--- src/rtl/dot_pkg.sv ---
// Shared definitions for the dot-product sequencer: FSM state encoding and
// the width helpers used to size the address counter and the accumulator.
package dot_pkg;

  typedef enum logic [1:0] {
    ST_IDLE  = 2'd0,
    ST_READ  = 2'd1,
    ST_DRAIN = 2'd2,
    ST_HOLD  = 2'd3
  } dot_state_e;

  // Ceiling log2 with a floor of 1, so a single-element vector still gets a
  // one-bit address.
  function automatic int dot_clog2(input int n);
    int w;
    w = 0;
    for (int i = 0; i < 31; i++) begin
      if ((1 << i) < n) w = i + 1;
    end
    return (w < 1) ? 1 : w;
  endfunction

  // Sum of up to 2**addr_w products of two data_w-bit operands fits in
  // 2*data_w + addr_w bits, so the accumulator can never overflow.
  function automatic int dot_acc_width(input int data_w, input int addr_w);
    return 2 * data_w + addr_w;
  endfunction

endpackage

--- src/rtl/dot_mac_stage.sv ---
// Two-stage multiply-accumulate datapath: a registered product stage followed
// by the accumulator, each with a valid bit that follows the read strobe.
// Build option: DOT_SIGNED_EN makes operands and products two's complement;
// the product is then sign-extended instead of zero-extended before the add.
module dot_mac_stage
  import dot_pkg::*;
#(
  parameter int DATA_WIDTH = 8,
  parameter int ACC_WIDTH  = dot_acc_width(8, 5)
) (
  input  logic                  clk,
  input  logic                  rst_n,
  input  logic                  clear_i,     // synchronous flush of valids and sum
  input  logic                  en_i,        // read issued this cycle
  input  logic [DATA_WIDTH-1:0] a_i,
  input  logic [DATA_WIDTH-1:0] b_i,
  output logic [ACC_WIDTH-1:0]  acc_o,
  output logic [1:0]            stage_vld_o  // [0]: read data valid, [1]: product valid
);

  localparam int PW = 2 * DATA_WIDTH;

  logic [PW-1:0]        prod_d, prod_q;
  logic [ACC_WIDTH-1:0] prod_ext;
  logic [ACC_WIDTH-1:0] acc_d, acc_q;
  logic                 vld0_q, vld1_q;

  // Full-width product of the returned elements and the next accumulator value.
  always_comb begin
`ifdef DOT_SIGNED_EN
    prod_d   = $signed({{DATA_WIDTH{a_i[DATA_WIDTH-1]}}, a_i}) *
               $signed({{DATA_WIDTH{b_i[DATA_WIDTH-1]}}, b_i});
    prod_ext = {{(ACC_WIDTH-PW){prod_q[PW-1]}}, prod_q};
`else
    prod_d   = {{DATA_WIDTH{1'b0}}, a_i} * {{DATA_WIDTH{1'b0}}, b_i};
    prod_ext = {{(ACC_WIDTH-PW){1'b0}}, prod_q};
`endif
    acc_d = acc_q + prod_ext;
  end

  // Product register, accumulator and the valid bits that track them.
  always_ff @(posedge clk or negedge rst_n) begin
    // NOTE: non-blocking assignments let every register sample the pre-edge values of the others.
    if (!rst_n) begin
      vld0_q <= 1'b0;
      vld1_q <= 1'b0;
      prod_q <= '0;
      acc_q  <= '0;
    end else if (clear_i) begin
      vld0_q <= 1'b0;
      vld1_q <= 1'b0;
      acc_q  <= '0;
    end else begin
      vld0_q <= en_i;
      vld1_q <= vld0_q;
      if (vld0_q) prod_q <= prod_d;
      if (vld1_q) acc_q  <= acc_d;
    end
  end

  assign acc_o       = acc_q;
  assign stage_vld_o = {vld1_q, vld0_q};

endmodule

--- src/rtl/dot_seq_ctrl.sv ---
// Dot-product pass sequencer: walks the A/B memories once per start, feeds the
// MAC datapath and holds the sum on a valid/ready port until it is taken.
// Build option: DOT_SIGNED_EN selects signed arithmetic in dot_mac_stage;
// FSM and timing are the same in both builds.
module dot_seq_ctrl
  import dot_pkg::*;
#(
  parameter int DATA_WIDTH = 8,
  parameter int VEC_LEN    = 32,
  parameter int ADDR_WIDTH = dot_clog2(VEC_LEN),
  parameter int ACC_WIDTH  = dot_acc_width(DATA_WIDTH, ADDR_WIDTH)
) (
  input  logic                  clk,
  input  logic                  rst_n,
  input  logic                  start,
  input  logic                  abort,
  output logic                  busy,
  output logic                  rd_en,
  output logic [ADDR_WIDTH-1:0] rd_addr,
  input  logic [DATA_WIDTH-1:0] dout_a,
  input  logic [DATA_WIDTH-1:0] dout_b,
  output logic [ACC_WIDTH-1:0]  result,
  output logic                  result_valid,
  input  logic                  result_ready
);

  localparam logic [ADDR_WIDTH-1:0] LAST_ADDR = ADDR_WIDTH'(VEC_LEN - 1);

  dot_state_e            state_d, state_q;
  logic [ADDR_WIDTH-1:0] rd_addr_d, rd_addr_q;
  logic                  acc_clr;
  logic [1:0]            stage_vld;

  // Next state, next read address and datapath flush.
  always_comb begin
    // NOTE: defaults first, so every path through the case assigns each signal and no latch is inferred.
    state_d   = state_q;
    rd_addr_d = rd_addr_q;
    acc_clr   = 1'b0;
    unique case (state_q)
      ST_IDLE: begin
        rd_addr_d = '0;
        if (start && !abort) begin
          state_d = ST_READ;
          acc_clr = 1'b1;
        end
      end
      ST_READ: begin
        if (abort) begin
          state_d   = ST_IDLE;
          rd_addr_d = '0;
          acc_clr   = 1'b1;
        end else if (rd_addr_q == LAST_ADDR) begin
          state_d = ST_DRAIN;
        end else begin
          rd_addr_d = rd_addr_q + 1'b1;
        end
      end
      ST_DRAIN: begin
        // Last product sits in the product register with nothing behind it:
        // it is summed on this edge, so the result is complete in HOLD.
        if (abort) begin
          state_d   = ST_IDLE;
          rd_addr_d = '0;
          acc_clr   = 1'b1;
        end else if (stage_vld[1] && !stage_vld[0]) begin
          state_d = ST_HOLD;
        end
      end
      ST_HOLD: begin
        if (result_ready || abort) begin
          state_d   = ST_IDLE;
          rd_addr_d = '0;
        end
      end
      default: begin
        state_d   = ST_IDLE;
        rd_addr_d = '0;
      end
    endcase
  end

  // State register and read address counter.
  always_ff @(posedge clk or negedge rst_n) begin
    if (!rst_n) begin
      state_q   <= ST_IDLE;
      rd_addr_q <= '0;
    end else begin
      state_q   <= state_d;
      rd_addr_q <= rd_addr_d;
    end
  end

  assign busy         = (state_q != ST_IDLE);
  assign rd_en        = (state_q == ST_READ);
  assign rd_addr      = rd_addr_q;
  assign result_valid = (state_q == ST_HOLD);

  dot_mac_stage #(
    .DATA_WIDTH (DATA_WIDTH),
    .ACC_WIDTH  (ACC_WIDTH)
  ) u_mac (
    .clk         (clk),
    .rst_n       (rst_n),
    .clear_i     (acc_clr),
    .en_i        (rd_en),
    .a_i         (dout_a),
    .b_i         (dout_b),
    .acc_o       (result),
    .stage_vld_o (stage_vld)
  );

endmodule

--- config.mk ---
export PLATFORM = sky130hd
export DESIGN_NAME = dot_seq_ctrl
export DESIGN_NICKNAME = d
export VERILOG_FILES = /design/src/rtl/dot_pkg.sv /design/src/rtl/dot_mac_stage.sv /design/src/rtl/dot_seq_ctrl.sv
export SDC_FILE = /design/constraint.sdc
export NUM_CORES = 1
export LEC_CHECK = 0
export ABC_CLOCK_PERIOD_IN_PS = 2100
export CORE_ASPECT_RATIO = 1.25
export CORE_UTILIZATION = 53
export DETAILED_ROUTE_END_ITERATION = 12
export PLACE_DENSITY = 0.78
export SLEW_MARGIN = 30
export SYNTH_ARGS = -nofsm -noshare
export SYNTH_HDL_FRONTEND = slang
export SYNTH_SLANG_ARGS = --single-unit
--- constraint.sdc ---
create_clock -name clk -period 2.1 [get_ports clk]
set_clock_uncertainty 0.1 [all_clocks]
set_input_delay 0.315 -clock clk [delete_from_list [all_inputs] [get_ports clk]]
set_output_delay 0.315 -clock clk [all_outputs]
set_load 0.1 [all_outputs]
Word-level counts from Yosys, hierarchy flattened --
Cells that the tools add are included.
Operators by class: bitwise operators 1, muxes and demuxes 19, reduce and logical (&&, ||, !) cells 12, add/sub/neg operators 2, multipliers 1, eq/ne operators 10
Operator list (count):
- 2-to-1 mux 21 bit | 2
- adder 21 x 16 -> 21 bit | 1
- 2-to-1 mux 5 bit | 4
- one-hot mux 5 bit (4 select lines) | 1
- multiplier 8 x 8 -> 16 bit | 1
- 2-to-1 mux 2 bit | 6
- != test 3 bit, second input constant | 3
- one-hot mux 2 bit (4 select lines) | 1
- adder 5 x 1 -> 5 bit, second input constant | 1
- equality test 5 bit, second input constant | 1
- equality test 2 bit, second input constant | 2
- 2-to-1 mux 1 bit | 4
- != test 2 bit, second input constant | 2
- AND reduction 4 bit | 1
- nonzero test 2 bit | 2
- AND reduction 3 bit | 1
- equality test 2 x 1 -> 1 bit, second input constant | 1
- logical AND 1 bit | 2
- logical NOT 1 bit | 2
- logical NOT 2 bit | 1
- != test 2 x 1 -> 1 bit, second input constant | 1
- one-hot mux 1 bit (2 select lines) | 1
- AND reduction 2 bit | 1
- OR reduction 2 bit | 1
- other kinds (2) | 2
Word-level totals: output and inout port bits 29, word-level logic and storage cells 51, bits of input ports 21, register bits 46

Longest topological paths before layout --
depth in word-level cells 6, gate-level depth with buffers 16, mapped depth without buffers 16

Hierarchy --
A second synthesis with hierarchy kept.
Unflattened totals: cells, all modules 542, area, all modules 4952.2 um^2
By module, submodules not included:
- dot_mac_stage | area an instance 4451.8 um^2, cells an instance 490, times used 1
- dot_seq_ctrl | area an instance 500.5 um^2, cells an instance 52, times used 1

Worst setup path before layout --
Ideal clock, no wire load.
path type in2reg, start point input port dout_a[1], end point register u_mac.prod_q[15], stages 14, data required time 1.877 ns, setup slack -2.061 ns, arrival 3.938 ns, cell sequence and2_1 -> fa_1 -> fa_1 -> fa_1 -> inv_1 -> fa_1 -> inv_1 -> ha_1 -> o21a_1 -> o21ai_0 -> a2111oi_0 -> nor2_1 -> mux2i_1 -> a21oi_1
Between the ends: word-level cells in the longest chain between the ends 1
RTL lines:
- start: declaration | RTL line dot_seq_ctrl.sv:20 | input logic [DATA_WIDTH-1:0] dout_a,
- multiplier 8 x 8 -> 16 bit | RTL line dot_mac_stage.sv:35 | prod_d = {{DATA_WIDTH{1'b0}}, a_i} * {{DATA_WIDTH{1'b0}}, b_i};
- end signal: assignment | RTL line dot_mac_stage.sv:56 | if (vld0_q) prod_q <= prod_d;
- end: declaration | RTL line dot_mac_stage.sv:23 | logic [PW-1:0] prod_d, prod_q;
No other way between the ends. A chain may end at the register's enable or synchronous reset.

Final worst setup path --
start point input port dout_a[4], end point register u_mac.prod_q[13]
Same word-level chain as after synthesis.

==> metrics.yaml <==
run_status:
  status: "finished with violations"
  violations: "negative setup slack"
place:
  dpl_cell_area_mm2: 0.006371
  place.gp.congestion: 0.8608
  portBuffers: 49
  dp_hpwl_um: 9372
clocking:
  cts_max_level: 2
  cts_buffers: 5
  worst_skew_pair.late_latency_ns: 0.32
  root_buffer: "clkbuf_8"
  cts_tree: "done"
  clk_transition_reported_paths_ns: 0.08
  clk_path_buf_depth: 2
  clkSinkCount: 46
logic_synthesis:
  netlist-cell-type-count: 54
  synth_edf_count: 0
  synth_fp_nets: 672
  synthArstFlopShare_pct: 100.0
  synth_top_family_by_area: "adder cells"
  yosys.area_share.simple_pct: 20.72
  synthAdderAreaFrac_pct: 30.32
  synth_ff_type: "dfrtp_1"
  synth_area_per_cell_um2: 8.790
  syn_area_mm2: 0.004878
  synth_mux_area_share_pct: 1.641
  yosysSeqAreaShare_pct: 23.60
  yosys_warnings: 0
  synth_compound_area_share_pct: 14.00
  ys_seq_elements: 46
  synth_xor_xnor_area_share_pct: 3.591
  syn_inst: 555
die:
  core_area_mm2: 0.008796
  die_area_mm2: 0.009595
  num_rows: 38
  io_pins: 50
  fp.dieW_um: 87.81
  initial_core_util_pct: 55.46
  chipHeight_um: 109.3
job:
  maxCapViolations: 0
sta:
  min_period_ns: 3.859
  worst_pin_slew_ns: 0.5058
  timing.final.ws_setup_ns: -1.759
  rsz0062_at_grt: "yes"
  drv_slew: 0
  hold_viol: 0
  clock.fmax_mhz: 259.1
  setup_tns_ns: -18.88
  timing.final.crit_share_pct: 183.8
  slew_headroom_pct: 66.28
  setup_viol: 26
worst_setup_path:
  cp_slowest_cell: "fa_1"
  critPathRequiredTime_ns: 2.20
  cp.depth: 17
  cpLargestDelayFamily: "adder cells"
  path_class: "input port to flip-flop"
  cp-start-kind: "input port"
  slowest_delay_ns: 0.50
  worstRegToRegCells: 8
  end_kind: "flip-flop"
  crit_chain: "buf_8 -> buf_6 -> and2_4 -> fa_1 -> fa_1 -> fa_1 -> inv_1 -> fa_1 -> inv_2 -> ha_4 -> o21a_4 -> o21ai_4 -> a2111oi_4 -> nor2_2 -> buf_4 -> o21ai_2 -> o21ai_1"
  cp_num_buf_inv: 5
  cp_max_fo: 5
  arrival_ns: 3.96
  critPathMostFrequentCell: "fa_1"
routing:
  dr.first_iter.drc_count: 278
  dr.pass1.iters: 6
  routed_via_density: 5.694
  postRouteAntennaNets: 0
  routedWlPerCell_um: 17.08
  wl_um: 14000
  drc: 0
  via_count: 4669
global_route:
  grt_first_pass_wirelength_um: 20270
  grt_max_degree: 26
  grt_usage_pct: 27.01
  grt_pass1_vias: 4611
  antenna_found_initial: 0
  grt_overflow_total: 0
power:
  p_total_uw: 10350
  leakagePower_uw: 0.003355
  vdd_drop_max_mv: 0.6618
  p_per_area_mw_per_mm2: 1442
layout:
  multi_input_area_mm2: 0.004175
  syn2layout_area_growth_pct: 47.11
  final_net_count: 816
  drive_gt1_share_pct: 43.29
  final_area_mm2: 0.007177
  final-seq-area_mm2: 0.001201
  nFillCells: 484
  diodes: 0
hold_path:
  holdPathStages: 4
  worstHoldPathType: "input port to flip-flop"
-- report_power, final --
part | leakage (uW) | switching [uW] | total [uW] | internal, uW
Clock | 0.0000579 | 311 | 662 | 350
Combinational | 0.00272 | 4690 | 8030 | 3340
Sequential | 0.000573 | 390 | 1660 | 1270
Total | 0.00336 | 5390 | 10300 | 4960
-- metal layers --
layer	wire [um]	part of all wire (%)	track usage [%]	vias up
li1	-	-	-	2141
met1	5123	37	30.20	2253
met2	7654	55	50.50	213
met3	674	4.8	3.331	62
met4	551	3.9	11.83	0
met5	0	0	0	-
-- layout make-up --
cell class | instances | area share [%]
clock buffers | 5 | 0.9589
clock inverters | 3 | 0.5579
inverters | 66 | 3.452
multi-input cells | 432 | 58.18
flip-flops and latches | 46 | 16.74
well taps | 120 | 2.092
repair buffers | 148 | 18.03
-- synthesized netlist by cell type, types with 3 or more instances --
master	n	area [um2]
xnor2_1	10	87.58
o211ai_1	3	22.52
nor2b_1	4	25.02
and2_1	56	350.3
nand2b_1	5	31.28
nand4_1	3	18.77
fa_1	37	740.7
o21ai_0	37	185.2
clkbuf_1	7	26.28
nor3_1	8	40.04
xor2_1	10	87.58
mux2i_1	8	80.08
inv_1	65	244.0
ha_1	59	738.2
nand3_1	15	75.07
nor2_1	34	127.6
a211oi_1	4	30.03
nand2_1	58	217.7
dfrtp_1	46	1151
o31ai_1	4	30.03
a21o_1	7	52.55
o21a_1	5	37.54
or3_1	4	25.02
and3_1	4	25.02
a21oi_1	26	130.1
-- flip-flops by register name, summed over array words and instances, names as in the netlist --
signal and count:
u_mac.vld1_q 1, rd_addr 5, state_q 2, u_mac.vld0_q 1
u_mac.acc_o 21, u_mac.prod_q 16
-- placed cells by master, fill, tap and decap left out, types with 17 or more instances in the layout --
master,netlist,layout
inv_1,65,52
o21ai_0,37,18
and2_1,56,39
nand2_1,58,48
fa_1,37,32
ha_1,59,36
nor2_1,34,24
buf_4,0,110
and2_4,0,17
buf_6,1,23
ha_4,0,20
dfrtp_1,46,26
-- path summary, 6_finish.rpt --
kind / to / startpoint / slack (ns)
min in group asynchronous: u_mac.acc_o[1] / rst_n / 0.38
worst min register to register: u_mac.prod_q[10] / u_mac.prod_q[10] / 0.40
worst min-delay path: u_mac.prod_q[0] / dout_a[0] / 0.29
worst max-delay path: u_mac.prod_q[13] / dout_a[4] / -1.76
worst max register to register: u_mac.acc_o[12] / u_mac.acc_o[0] / -0.23
max in group asynchronous: u_mac.acc_o[11] / rst_n / 0.98
-- logic make-up (layout without fill, tap and decap cells) --
kind of cell | Yosys count | count (layout)
flip-flops | 46 | 46
AND/OR/NAND/NOR | 201 | 201
XOR/XNOR | 20 | 20
multiplexers | 8 | 8
AO/OA/AOI/OAI | 107 | 107
adder cells (fa/ha/maj) | 96 | 96
buffers and inverters | 77 | 222
-- worst register-to-register path, cell delays in order (launching register included) --
cell	delay [ns]
dfrtp_4	0.50
ha_4	0.18
fa_2	0.37
a21o_4	0.24
a31oi_4	0.21
o311ai_4	0.17
nand2_1	0.10
o41ai_1	0.06
a311o_1	0.29
-- what timing repair did --
item                                    in CTS  in global routing
pin swaps                                   54                 57
cloned                                       0                  0
buffers inserted                            12                 12
endpoints found under the hold margin       21                  0
resized for setup                          131                 77
hold buffers                                 1                  0
endpoints found under the setup margin      26                 29
-- metrics by stage --
step           util (%)  hold slack [ns]  std cells  setup slack [ns]
2_1_floorplan         -         -0.08059        555            -1.731
3_3_place_gp      72.43           0.2049        790            -2.541
3_5_place_dp      72.43           0.2067        790            -2.657
4_1_cts           76.81           0.2964        810            -1.797
5_1_grt           81.59           0.3102        820            -1.843
6_report          81.59           0.2947        820            -1.759
No activity file was read; power rests on OpenSTA's default activity.
==> RTL change 1, RTL diff (same settings) <==
The 4 states of `dot_state_e` get a Gray code encoding in 2 bits.
--- a/src/rtl/dot_pkg.sv
+++ b/src/rtl/dot_pkg.sv
@@ -4,8 +4,8 @@
 
   typedef enum logic [1:0] {
-    ST_IDLE  = 2'd0,
-    ST_READ  = 2'd1,
-    ST_DRAIN = 2'd2,
-    ST_HOLD  = 2'd3
+    ST_IDLE  = 2'b00,
+    ST_READ  = 2'b01,
+    ST_DRAIN = 2'b11,
+    ST_HOLD  = 2'b10
   } dot_state_e;
 
Function: same outputs for any inputs over 10 cycles, from zero or initial values and one cycle with rst_n low; not proved beyond that.
==> RTL change 1 against the original RTL <==
- total power decreased by 34%
- synthesized cell count decreased by 4.7%
- fmax decreased by 5.1%
- worst hold slack got worse by 0.31 ns
- wire length decreased by 8.7%
- cell count decreased by 2.1%
- via count decreased by 3.7%
- critical path type unchanged
- synthesized area decreased by 1.1%
- setup slack got worse by 0.21 ns
- critical path depth decreased by 3
- the flow finishes with violations (hold timing, setup timing)
- cell area decreased by 4.9%
- count of clock-buffer cells in the layout increased by 2
- sequential cell count unchanged
- largest power group unchanged
==> RTL change 1: results (changes against the original RTL) <==
HPWL Detailed: 9580 um (+2.2%)
Root buf cell: clkbuf_8
Int Power: 3.65 mW (-26%)
Count of non-CTS buffers in the layout: 155 (+4.7%)
Top cells by count, synth: inv_1, and2_1, ha_1
CP peak stage delay: 0.57 ns (+0.07 ns)
Slew margin rel.: 62.8% (-3.4 points)
Fin. Hold Viols: 33 (+33)
Cells after Synth: 529 (-4.7%)
Adder-Cell Fraction of Synth Area: 29.4% (-0.95 points)
Failing checks: hold timing, setup timing
CP Capture Point: u_mac.prod_q[15]$_DFFE_PN0P_
Sequential portion of the cell area: 17.5% (+0.76 points)
Invs w/o clock: 58 (-12%)
Top FF cell, synth: dfrtp_1
Peak supply drop: 0.470 mV (-29%)
Largest net degree at the start of global routing: 47 (+81%)
Max Root-Sink Buffers: 2 (unchanged)
Port buffer count: 49 (unchanged)
Min setup slack post-route: -1.97 ns (-0.209 ns)
NonClk Buf Share: 19.1% (+1.0 points)
Count of multi-input gates: 416 (-3.7%)
Worst Setup SP: dout_b[5]
P&R area growth vs syn: 41.5%
Mux cell area share after synthesis: 2.65% (+1.0 points)
DR iter-0 viols: 234 (-16%)
Inst Count DP: 780 (-1.3%)
Worst r2r path cells: 8 (unchanged)
Number of nets in the layout: 794 (-2.7%)
Clk_lat worst skew: 0.30 ns (-0.02 ns)
Dpl ws: -2.74 ns (-0.0832 ns)
DR vias/cell: 5.60 (-1.6%)
Non-filler cells, final: 803 (-2.1%)
Area after DPL: 6370 sq um (about the same)
Status: finished, violations left
Lkg Pwr: 3.32 nW (-0.99%)
Post-synthesis compound-gate area fraction: 14.7% (+0.70 points)
Seq/Total Area, Yosys: 23.9% (+0.27 points)
Clock buffers: 7 (+2)
XOR/XNOR share of the synthesized area: 4.18% (+0.59 points)
Drt wl/cell: 15.9 um (-6.8%)
Post-CTS sizing: 132 (+0.76%)
Setup TNS: -21.39 ns (-2.51 ns)
# setup viols final: 27 (+3.8%)
Clk cell area share: 1.23% (-0.29 points)
Hold_ws: -0.0201 ns (-0.315 ns)
# fillers: 582 (+20%)
WP data arrival: 4.16 ns (+0.20 ns)
Syn_nets: 641 (-4.6%)
R2r endpoint: u_mac.acc_o[8]$_DFFE_PN0P_
Yosys cell types: 57 (+5.6%)
Fraction of area in multi-input gates: 56.8% (-1.4 points)
Worst reg-to-reg setup slack: -0.43 ns (-0.20 ns)
Pre-antenna DRT Iters: 5 (-1)
First-pass GRT wire length: 20,300 um (+0.41%)
Min-delay worst type: primary input to async pin
==> RTL change 1: cell types whose count changed in the layout (fill, tap and decap cells not counted), sizes merged, moves of 5 or more <==
cell / change
ha: -5
inv: -8
o211ai: +5
buf: +9
mux2: +6
nor2: -6
a21oi: -7
nand2: -10
==> RTL change 1: cells by family after synthesis <==
logic type / Yosys count
muxes: 12
buffers and inverters: 67
DFF: 46
AOI/OAI and AO/OA: 106
and+or+nand+nor: 184
adders and majority gates: 91
xor gates and xnor gates: 23
==> RTL change 1: power by group through the flow <==
stage                     Sequential (mW)  Clock [mW]  Combinational, mW
after floorplan                      1.85           0               2.40
after global placement               1.32           0               4.18
after detailed placement             1.34           0               4.37
after CTS                            1.32       0.521               4.73
after global routing                 1.35       0.568               5.43
final                                1.33       0.527               5.02
==> RTL change 1: layer usage <==
metal	vias up	track usage (%)	share of wire, %
li1	2115	-	-
met1	2181	29.3	38
met2	150	53.3	54
met3	51	3.10	3.8
met4	0	12.2	4.3
met5	-	0	0
==> RTL change 2, RTL diff (config.mk and constraints unchanged) <==
Without the edit above. `DATA_WIDTH` is set to 8 in 2 places; all go to 9.
--- a/src/rtl/dot_mac_stage.sv
+++ b/src/rtl/dot_mac_stage.sv
@@ -6,5 +6,5 @@
   import dot_pkg::*;
 #(
-  parameter int DATA_WIDTH = 8,
+  parameter int DATA_WIDTH = 9,
   parameter int ACC_WIDTH  = dot_acc_width(8, 5)
 ) (
--- a/src/rtl/dot_seq_ctrl.sv
+++ b/src/rtl/dot_seq_ctrl.sv
@@ -6,5 +6,5 @@
   import dot_pkg::*;
 #(
-  parameter int DATA_WIDTH = 8,
+  parameter int DATA_WIDTH = 9,
   parameter int VEC_LEN    = 32,
   parameter int ADDR_WIDTH = dot_clog2(VEC_LEN),
Ports: changed (resized dout_a, dout_b and result); port bits go from 50 to 54. The function was not compared with the original's and may differ.
==> RTL change 2 against the original RTL <==
- the run still ends with setup timing left
- setup slack got worse by 0.27 ns
- sequential cell count increased by 4
- cell area is 17% higher
- total power up 28%
- global-route usage grew 4.4 points
- worst hold slack improved by 0.041 ns
- wire length up 29%
- synthesized area grew 15%
- critical endpoint is now u_mac.prod_q[15]$_DFFE_PN0P_
- largest cell class unchanged
- largest power group unchanged
==> RTL change 2: results (changes against the original RTL) <==
Clk_lat worst skew: 0.30 ns (-0.02 ns)
Vias in the first global route: 5,717 (+24%)
Port buffer count: 53 (+8.2%)
Worst reg-to-reg setup slack: -0.31 ns (-0.08 ns)
Psw: 6.68 mW (+24%)
Non-filler cells, final: 942 (+15%)
# setup viols final: 29 (+12%)
Root buf cell: clkbuf_16
Power, Total: 13.2 mW (+28%)
Slew margin rel.: 63.8% (-2.5 points)
Status: finished, violations left
Setup TNS: -23.75 ns (-4.86 ns)
Inst Count DP: 910 (+15%)
Largest register FFs: 23 (+9.5%)
Via count: 5,592 (+20%)
Mux cell area share after synthesis: 1.07% (-0.57 points)
Post-synthesis compound-gate area fraction: 15.7% (+1.7 points)
Synth warnings: 0 (unchanged)
Postcts setup bufs: 13 (+1)
Layout cells sized above 1: 44.0% (+0.75 points)
Min setup slack post-route: -2.03 ns (-0.272 ns)
Largest net degree at the start of global routing: 20 (-23%)
Worst-path fanout max: 4 (-1)
Worst Hold Launch: dout_b[0]
Lkg Pwr: 3.99 nW (+19%)
Cells after Synth: 634 (+14%)
Hold_ws: 0.336 ns (+0.0410 ns)
Top cells by count, synth: inv_1, nand2_1, ha_1
Number of nets in the layout: 949 (+16%)
DR iter-0 viols: 259 (-6.8%)
GP Congestion: 0.925 (+7.4%)
Met3 Wirelength: 735 um (+9.1%)
Top cells by area, synth: dfrtp_1, fa_1, ha_1, and2_1, inv_1
R2r endpoint: u_mac.acc_o[16]$_DFFE_PN0P_
XOR/XNOR share of the synthesized area: 2.50% (-1.1 points)
Yosys cell types: 52 (-3.7%)
Metal-1 WL: 6290 um (+23%)
Global-route total usage across every layer: 31.4% (+4.4 points)
Logic power comb: 10.5 mW (+31%)
Initial antenna violation count: 0 (unchanged)
Adder-Cell Fraction of Synth Area: 32.2% (+1.9 points)
Dpl ws: -2.79 ns (-0.131 ns)
HPWL Detailed: 12,800 um (+36%)
Syn_nets: 771 (+15%)
Seq/Total Area, Yosys: 22.3% (-1.3 points)
Peak supply drop: 0.689 mV (+4.1%)
Total wire length: 18,100 um (+29%)
Area after DPL: 7470 sq um (+17%)
Failing checks: setup timing
Post-CTS sizing: 163 (+24%)
First-pass GRT wire length: 26,700 um (+32%)
Met2 wire length: 10,200 um (+33%)
-- RTL change 2: changes by cell type after synthesis, moves of 5 or more --
cell / before / now
a31oi_1: 2 / 8
and2_1: 56 / 48
fa_1: 37 / 51
inv_1: 65 / 78
nand2_1: 58 / 78
nand4_1: 3 / 8
o21a_1: 5 / 12
-- RTL change 2: routing by layer --
layer | track usage, % | up-vias
met4 | 18.1 | 0
met5 | 0 | -
met3 | 3.62 | 81
met1 | 31.9 | 2746
li1 | - | 2506
met2 | 61.6 | 259
-- RTL change 2: worst max path at each step --
stage                                         endpoint      start  cells after the start  slack (ns)
after floorplan           u_mac.prod_q[15]$_DFFE_PN0P_  dout_b[0]                     16       -1.98
after global placement    u_mac.prod_q[15]$_DFFE_PN0P_  dout_a[5]                     15       -2.66
after detailed placement  u_mac.prod_q[15]$_DFFE_PN0P_  dout_a[5]                     15       -2.79
after CTS                 u_mac.prod_q[15]$_DFFE_PN0P_  dout_b[5]                     16       -1.94
after global routing      u_mac.prod_q[15]$_DFFE_PN0P_  dout_b[5]                     16       -2.09
final                     u_mac.prod_q[15]$_DFFE_PN0P_  dout_b[5]                     16       -2.03
-- RTL change 2: cell type report --
class | instances | area [sq um]
clock buffer | 6 | 139
clock inverter | 2 | 16.3
fill | 582 | 1830
inverter | 78 | 293
multi-input combinational | 491 | 4850
sequential | 50 | 1320
tap | 129 | 161
timing repair buffer | 186 | 1600
-- RTL change 2: logic make-up after synthesis --
group / after synthesis
AND/OR/NAND/NOR: 225
AO/OA/AOI/OAI: 130
adder cells (fa/ha/maj): 114
buffers and inverters: 93
flip-flops: 50
XOR/XNOR: 16
multiplexers: 6
-- RTL change 2: tightest hold or removal path, stage by stage --
cell     delay [ns]
buf_8          0.10
buf_4          0.14
nand3_1        0.07
nand2_1        0.06
